**src/rtl/ram_pc_uart_tx.sv**
```systemverilog
// ram_pc_uart_tx
//
// Return path of the image processor. After a start request it reads the
// pixel RAM sequentially from address 0 and sends each byte to the PC as a
// UART 8N1 frame. When the last byte's stop bit is complete it pulses done.
//
// Ports:
//   clk           system clock, all logic on the rising edge
//   reset         synchronous, active-high reset
//   start         begins a transfer, only looked at while idle
//   ram_addr      RAM read address, held steady while a byte is on the line
//   ram_rd_en     one-cycle read strobe per byte (synchronous RAM, latency 1)
//   ram_rd_data   RAM read data, valid the cycle after ram_rd_en
//   tx            registered UART serial output, idles high
//   busy          high from the accepted start until done
//   done          one-cycle pulse after the final stop bit
//   byte_cnt_led  top 8 bits of ram_addr, for progress LEDs
module ram_pc_uart_tx #(
    parameter int CLKS_PER_BIT = 434,
    parameter int ADDR_WIDTH   = 16,
    parameter int NUM_BYTES    = 65536
) (
    input  logic                  clk,
    input  logic                  reset,
    input  logic                  start,
    output logic [ADDR_WIDTH-1:0] ram_addr,
    output logic                  ram_rd_en,
    input  logic [7:0]            ram_rd_data,
    output logic                  tx,
    output logic                  busy,
    output logic                  done,
    output logic [7:0]            byte_cnt_led
);

    localparam int BAUD_W = (CLKS_PER_BIT > 1) ? $clog2(CLKS_PER_BIT) : 1;
    localparam logic [BAUD_W-1:0]     BAUD_LAST = BAUD_W'(CLKS_PER_BIT - 1);
    localparam logic [ADDR_WIDTH-1:0] LAST_ADDR = ADDR_WIDTH'(NUM_BYTES - 1);

    typedef enum logic [2:0] {
        IDLE,
        FETCH,
        LATCH,
        START,
        DATA,
        STOP,
        NEXT
    } state_t;

    state_t            state;
    state_t            next_state;
    logic [BAUD_W-1:0] baud_cnt;
    logic [2:0]        bit_cnt;
    logic [2:0]        next_bit;
    logic [7:0]        shift_reg;
    logic              baud_last;
    logic              last_addr;
    logic              next_tx;

    // The terminal compare is made on the current address, before any
    // increment, so a full 2^ADDR_WIDTH transfer ends without wrapping.
    assign baud_last    = (baud_cnt == BAUD_LAST);
    assign last_addr    = (ram_addr == LAST_ADDR);
    assign byte_cnt_led = ram_addr[ADDR_WIDTH-1 -: 8];

    // Next-state logic and the decoded outputs. The value tx will take on the
    // next cycle is worked out here from the next state and next bit index,
    // so that the tx flop lines up exactly with the state it belongs to.
    always_comb begin
        next_state = state;
        next_bit   = bit_cnt;
        ram_rd_en  = 1'b0;
        busy       = 1'b1;
        done       = 1'b0;
        next_tx    = 1'b1;
        case (state)
            IDLE: begin
                busy = 1'b0;
                if (start) begin
                    next_state = FETCH;
                end
            end
            FETCH: begin
                ram_rd_en  = 1'b1;
                next_state = LATCH;
            end
            LATCH: begin
                next_state = START;
            end
            START: begin
                if (baud_last) begin
                    next_state = DATA;
                end
            end
            DATA: begin
                if (baud_last) begin
                    if (bit_cnt == 3'd7) begin
                        next_state = STOP;
                    end else begin
                        next_bit = bit_cnt + 3'd1;
                    end
                end
            end
            STOP: begin
                if (baud_last) begin
                    next_state = NEXT;
                end
            end
            NEXT: begin
                if (last_addr) begin
                    done       = 1'b1;
                    next_state = IDLE;
                end else begin
                    next_state = FETCH;
                end
            end
            default: begin
                next_state = IDLE;
            end
        endcase
        case (next_state)
            START:   next_tx = 1'b0;
            DATA:    next_tx = shift_reg[next_bit];
            default: next_tx = 1'b1;
        endcase
    end

    // State, timing counters, data and address registers. The baud counter
    // is the only timebase and restarts on every state entry, so each bit is
    // exactly CLKS_PER_BIT cycles with no accumulated drift. The bit counter
    // also clears on every state change, which leaves it at zero on DATA
    // entry. Read data is captured only in LATCH, the one cycle it is valid.
    always_ff @(posedge clk) begin
        if (reset) begin
            state     <= IDLE;
            baud_cnt  <= '0;
            bit_cnt   <= '0;
            shift_reg <= '0;
            ram_addr  <= '0;
            tx        <= 1'b1;
        end else begin
            state <= next_state;
            tx    <= next_tx;

            if (next_state != state || baud_last) begin
                baud_cnt <= '0;
            end else if (state == START || state == DATA || state == STOP) begin
                baud_cnt <= baud_cnt + 1'b1;
            end

            if (next_state != state) begin
                bit_cnt <= '0;
            end else begin
                bit_cnt <= next_bit;
            end

            if (state == LATCH) begin
                shift_reg <= ram_rd_data;
            end

            if (state == IDLE && start) begin
                ram_addr <= '0;
            end else if (state == NEXT && !last_addr) begin
                ram_addr <= ram_addr + 1'b1;
            end
        end
    end

endmodule

```
**config.mk**
```make
export PLATFORM = sky130hd
export DESIGN_NAME = ram_pc_uart_tx
export DESIGN_NICKNAME = d
export VERILOG_FILES = /design/src/rtl/ram_pc_uart_tx.sv
export SDC_FILE = /design/constraint.sdc
export NUM_CORES = 1
export LEC_CHECK = 0
export ABC_AREA = 1
export CAP_MARGIN = 20
export CORE_MARGIN = 2
export CORE_UTILIZATION = 45
export DETAILED_ROUTE_END_ITERATION = 10
export PLACE_DENSITY = 0.73
export REMOVE_ABC_BUFFERS = 1
export SYNTH_ARGS = -nofsm -noshare
export SYNTH_HDL_FRONTEND = slang
export SYNTH_SLANG_ARGS = --single-unit
```
**constraint.sdc**
```tcl
create_clock -name clk -period 1.7 [get_ports clk]
set_input_delay 0.425 -clock clk [delete_from_list [all_inputs] [get_ports clk]]
set_output_delay 0.425 -clock clk [all_outputs]
set_load 0.005 [all_outputs]
```
# Word level (Yosys, flattened, before mapping)
# Cells that the tools add are included.
[word_totals]
regBits = 40
input_bits = 11
[op_classes]
addsub = 3
magnitude_cmp = 1
eq_ne = 12
n_mux = 17
reduce_logical = 10
[ops]
columns = ["op", "count"]
rows = [
  ["$mux W3", 8],
  ["$pmux W3 S7", 1],
  ["$add A16 B1 Y16 const B", 1],
  ["$eq A16 B16 Y1 const B", 1],
  ["$eq A3 B3 Y1 const B", 5],
  ["$add A9 B1 Y9 const B", 1],
  ["$eq A3 B2 Y1 const B", 3],
  ["$eq A9 B9 Y1 const B", 1],
  ["$mux W1", 6],
  ["$reduce_or A2 Y1", 3],
  ["$lt A3 B4 Y1 const B", 1],
  ["$add A3 B1 Y3 const B", 1],
  ["$bmux W1 S3", 1],
  ["$eq A3 B1 Y1 const B", 1],
  ["$logic_not A3 Y1", 1],
  ["$logic_or A1 B1 Y1", 3],
  ["$ne A3 B3 Y1", 1],
  ["$logic_and A1 B1 Y1", 2],
  ["$pmux W1 S2", 1],
  ["$logic_not A1 Y1", 1],
]

# Longest topological paths before layout
[depth]
ltp_word = 7
mapped_depth = 13
depth_no_buf = 13

# Worst setup path after synthesis
# Ideal clock, no wire load.
[synth_path]
kind = "reg-to-reg"
from = "register baud_cnt[0]"
to = "register baud_cnt[0]"
arrival_ns = 1.542
required_time_ns = 1.635
path_slack_ns = 0.093
path_stages_with_launch = 12
path_cell_list = "dfxtp_1 -> ha_1 -> nand3_2 -> nor2_8 -> nand2_4 -> o21ai_2 -> inv_1 -> nand2_2 -> inv_2 -> a21oi_4 -> nand3_4 -> nor2_2"
[synth_between]
elab_chain_len = 6
word_cells_on_any_way = 9
cone_classes = "add/sub (1); eq/ne (2); mux (4); reduce/logical (2)"
[synth_rtl]
columns = ["item", "line", "rtl"]
rows = [
  ["from (decl)", "51", "logic [BAUD_W-1:0] baud_cnt;"],
  ["from (signal assigned)", "147", "baud_cnt <= baud_cnt + 1'b1;"],
  ["$eq A9 B9 Y1", "61", "assign baud_last = (baud_cnt == BAUD_LAST);"],
  ["$mux W3 (on tied branches)", "104, 90, 95", ""],
  ["$pmux W3 S7", "75", "case (state)"],
  ["$ne A3 B3 Y1", "144", "if (next_state != state || baud_last) begin"],
  ["$logic_or A1 B1 Y1", "144", ""],
  ["$reduce_or A2 Y1 (no line)", "-", ""],
]
# Several ways; a longest one is shown, not always the timed one.
# A chain may end at the register's enable or synchronous reset.

# Final worst setup path
[layout_path]
from = "register ram_addr[0]"
to = "register ram_addr[12]"
[layout_between]
elab_chain_len = 3
word_cells_on_any_way = 4
cone_classes = "add/sub (1); eq/ne (1); reduce/logical (2)"
[layout_rtl]
columns = ["item", "line", "rtl"]
rows = [
  ["from (decl)", "26", "output logic [ADDR_WIDTH-1:0] ram_addr,"],
  ["from (signal assigned)", "163", "ram_addr <= ram_addr + 1'b1;"],
  ["branches (longest 3 deep; another with $add A16 B1 Y16)", "-", ""],
]
# Parallel ways; which one is timed is not known.

==> metrics.yaml <==
min_path:
  min_to: "shift_reg[0]"
  min_path_type: "reg2reg"
  hold_depth: 2
  holdCritStartpoint: "shift_reg[0]"
detailed_routing:
  highest_layer: "met4"
  dr_wl_met3_um: 291
  vias: 2258
  vias_per_cell: 4.94
  dr.pass1.iters: 4
  met1_length_mm: 2.41
  routedWlPerCell_um: 12.6
  drt_iter0_drc: 182
  ant_nets: 0
  met2_length_mm: 2.92
  drc: 0
  drt_wl_total_mm: 5.75
critical_path:
  worst_setup_path_start_kind: "flop"
  r2r-start: "ram_addr[0]"
  r2r_setup_slack_ns: -0.33
  cp_max_fo: 2
  rr_endpoint: "ram_addr[12]"
  cp.arrival_ns: 2.19
  worstSetupPathType: "reg2reg"
  rr_worst_depth: 12
  critPathCaptureType: "flop"
  required_ns: 1.87
clocking:
  cts_buffer_depth: 2
  htree_levels: 2
  cts_num_sinks: 40
  root_buffer: "clkbuf_8"
  clkSlewWorstSetupHoldPaths_ns: 0.08
  clk_latency_ns: 0.29
  numCtsBuffers: 5
  cts_tree: "done"
pwr:
  power.leakage_nw: 1.69
  ir_worst_vdd_mv: 0.425
  power.density_nw_per_um2: 583
grt:
  grt_usage: 0.215
  grt_pass1_wl_mm: 9.01
  grt-ovfl-total: 0
  antenna_found_initial: 0
  grt_max_degree: 17
  grt_pass1_vias: 2042
yosys:
  synth-simple-area-share: 0.330
  synth_top_area_share: 0.360
  synth_top_area_cell: "dfxtp_1"
  synth-edff-count: 0
  syn_avg_cell_area_um2: 7.29
  ys_top_cells_by_area: "dfxtp_1, nand2_1, nand3_1, inv_1, a21oi_1"
  syn_area_um2: 2220
  synthMuxAreaShare: 0.00450
  ys_ff_latch: 40
  synth_compound_area_frac: 0.120
  ys_seq_area_frac: 0.360
  ys_types: 37
  yosys_warnings: 0
  synth_top_family_by_area: "simple AND/OR/NAND/NOR gates"
  yosys.area_share.xor_xnor: 0.0512
  ys.flop_type: "dfxtp_1"
  synthCells: 305
  async_reset_ff_frac: 0
  synthAdderAreaFrac: 0.0225
final_layout:
  largest_reg_flops: 16
  final_core_util: 0.687
  drive_above_1_share: 0.338
  area_growth_pct: 47.0
  layout.nets: 405
  fin_area_um2: 3270
  finalNonFillerCells: 457
  diodes: 0
sta:
  finalWorstSetupSlack_ns: -0.327
  slew_headroom: 0.785
  setup-violations-final: 12
  finalCritPeriodShare: 1.19
  report.final.slew_viol_count: 0
  rsz0062_at_grt: "true"
  fmax_ghz: 0.493
  final_hold_viol_count: 0
  min_period_ns: 2.03
  worstMarginPinSlew_ns: 0.319
  fin_skew_ns: 0.00711
  worst_hold_slack_ns: 0.453
floorplanning:
  dieWidth_um: 74.3
  initial_core_util: 0.468
  die_h_um: 74.3
  dieArea_um2: 5520
  row_count: 25
  ios: 39
  core-area_um2: 4750
place:
  place_congestion: 0.850
  pre_cts_slack_ns: -0.361
  post_dp_cell_area_um2: 2920
  detailed_place_hpwl_mm: 4.01
  numPortBuffers: 38
  dp_cells: 440
outcome:
  status: "finished, violations left"
  violations: "negative setup slack"
job:
  drv_cap: 0
-- kinds of logic after synthesis --
logic type | Yosys count
and+or+nand+nor | 144
buffers and inverters | 55
AOI/OAI and AO/OA | 48
DFF | 40
xor gates and xnor gates | 13
adders and majority gates | 4
muxes | 1
-- repair_timing --
item / CTS / global route
setup endpoints to repair: 27 / 44
buffers inserted: 7 / 2
pin swaps: 8 / 5
resized for setup: 32 / 45
gates cloned: 1 / 0
hold buffers: 0 / 0
-- how the worst max path moves through the flow --
stage / from / endpoint / cells after the start
after floorplan: ram_addr[0] / ram_addr[9] / 10
after global routing: ram_addr[0] / done / 7
after global placement: ram_addr[0] / done / 6
after detailed placement: ram_addr[0] / done / 6
final: ram_addr[0] / ram_addr[12] / 12
after CTS: ram_addr[4] / done / 7
-- placed cells by master, fill, tap and decap left out, drive strengths merged --
| master | count |
|---|---|
| o211ai | 2 |
| a211oi | 1 |
| xor2 | 11 |
| nand2 | 59 |
| buf | 53 |
| a31o | 1 |
| dfxtp | 40 |
| ha | 4 |
| nor2 | 34 |
| mux2i | 1 |
| nand4 | 7 |
| nor3 | 8 |
| a31oi | 1 |
| a21oi | 24 |
| clkdlybuf4s15 | 1 |
| o21ai | 19 |
| and2 | 1 |
| nor4 | 2 |
| xnor2 | 2 |
| clkinv | 1 |
| inv | 41 |
| dlymetal6s2s | 17 |
| nand3 | 34 |
| clkdlybuf4s50 | 13 |
| clkbuf | 8 |
| dlygate4sd2 | 5 |
-- stage by stage --
| step | power (mW) | TNS (ns) |
|---|---|---|
| after detailed placement | 1.22 | -0.897 |
| after floorplan | 1.13 | -0.184 |
| after global placement | 1.22 | -0.796 |
| after global routing | 1.99 | -3.76 |
| after CTS | 1.92 | -0.440 |
| final | 1.91 | -0.977 |
-- report_power, final --
part / switching [mW] / internal, mW
clock network: 0.322 / 0.362
logic: 0.143 / 0.109
registers: 0.00861 / 0.960
-- critical path, cell delays in order (launching register included) --
cell	delay, ns
dfxtp_2	0.36
ha_4	0.14
inv_2	0.04
nor3_2	0.18
nand3_1	0.12
buf_4	0.15
buf_4	0.12
buf_4	0.12
buf_4	0.12
buf_4	0.12
buf_4	0.15
nor3_4	0.21
a211oi_2	0.06
-- area by class of cell --
cell class	instances	area [um2]
Fill cell	407	1490
Multi-Input combinational cell	211	1310
Sequential cell	40	821
Tap cell	67	83.8
Timing Repair Buffer	90	801
Clock buffer	7	96.3
Inverter	42	159
-- per-layer routing --
metal	GRT usage	up-vias
met5	0	-
met4	0.0992	0
met3	0.0488	11
met2	0.364	64
met1	0.260	1024
li1	-	1159
-- cells in the mapped netlist, types with 2 or more instances --
library cell  count
nand2_1          54
nor3_2            2
inv_2             4
xor2_1           11
nand3_1          31
buf_4             8
ha_1              4
nor2_2           11
clkbuf_1          2
a21oi_1          23
buf_2             2
nand2_4           2
dfxtp_1          40
nor4_1            2
nor3_1            6
xnor2_1           2
o21ai_0          17
nor2_1           21
nand2_2           3
nand4_1           6
inv_1            37
o211ai_1          2
(Power assumes the default switching activity.)
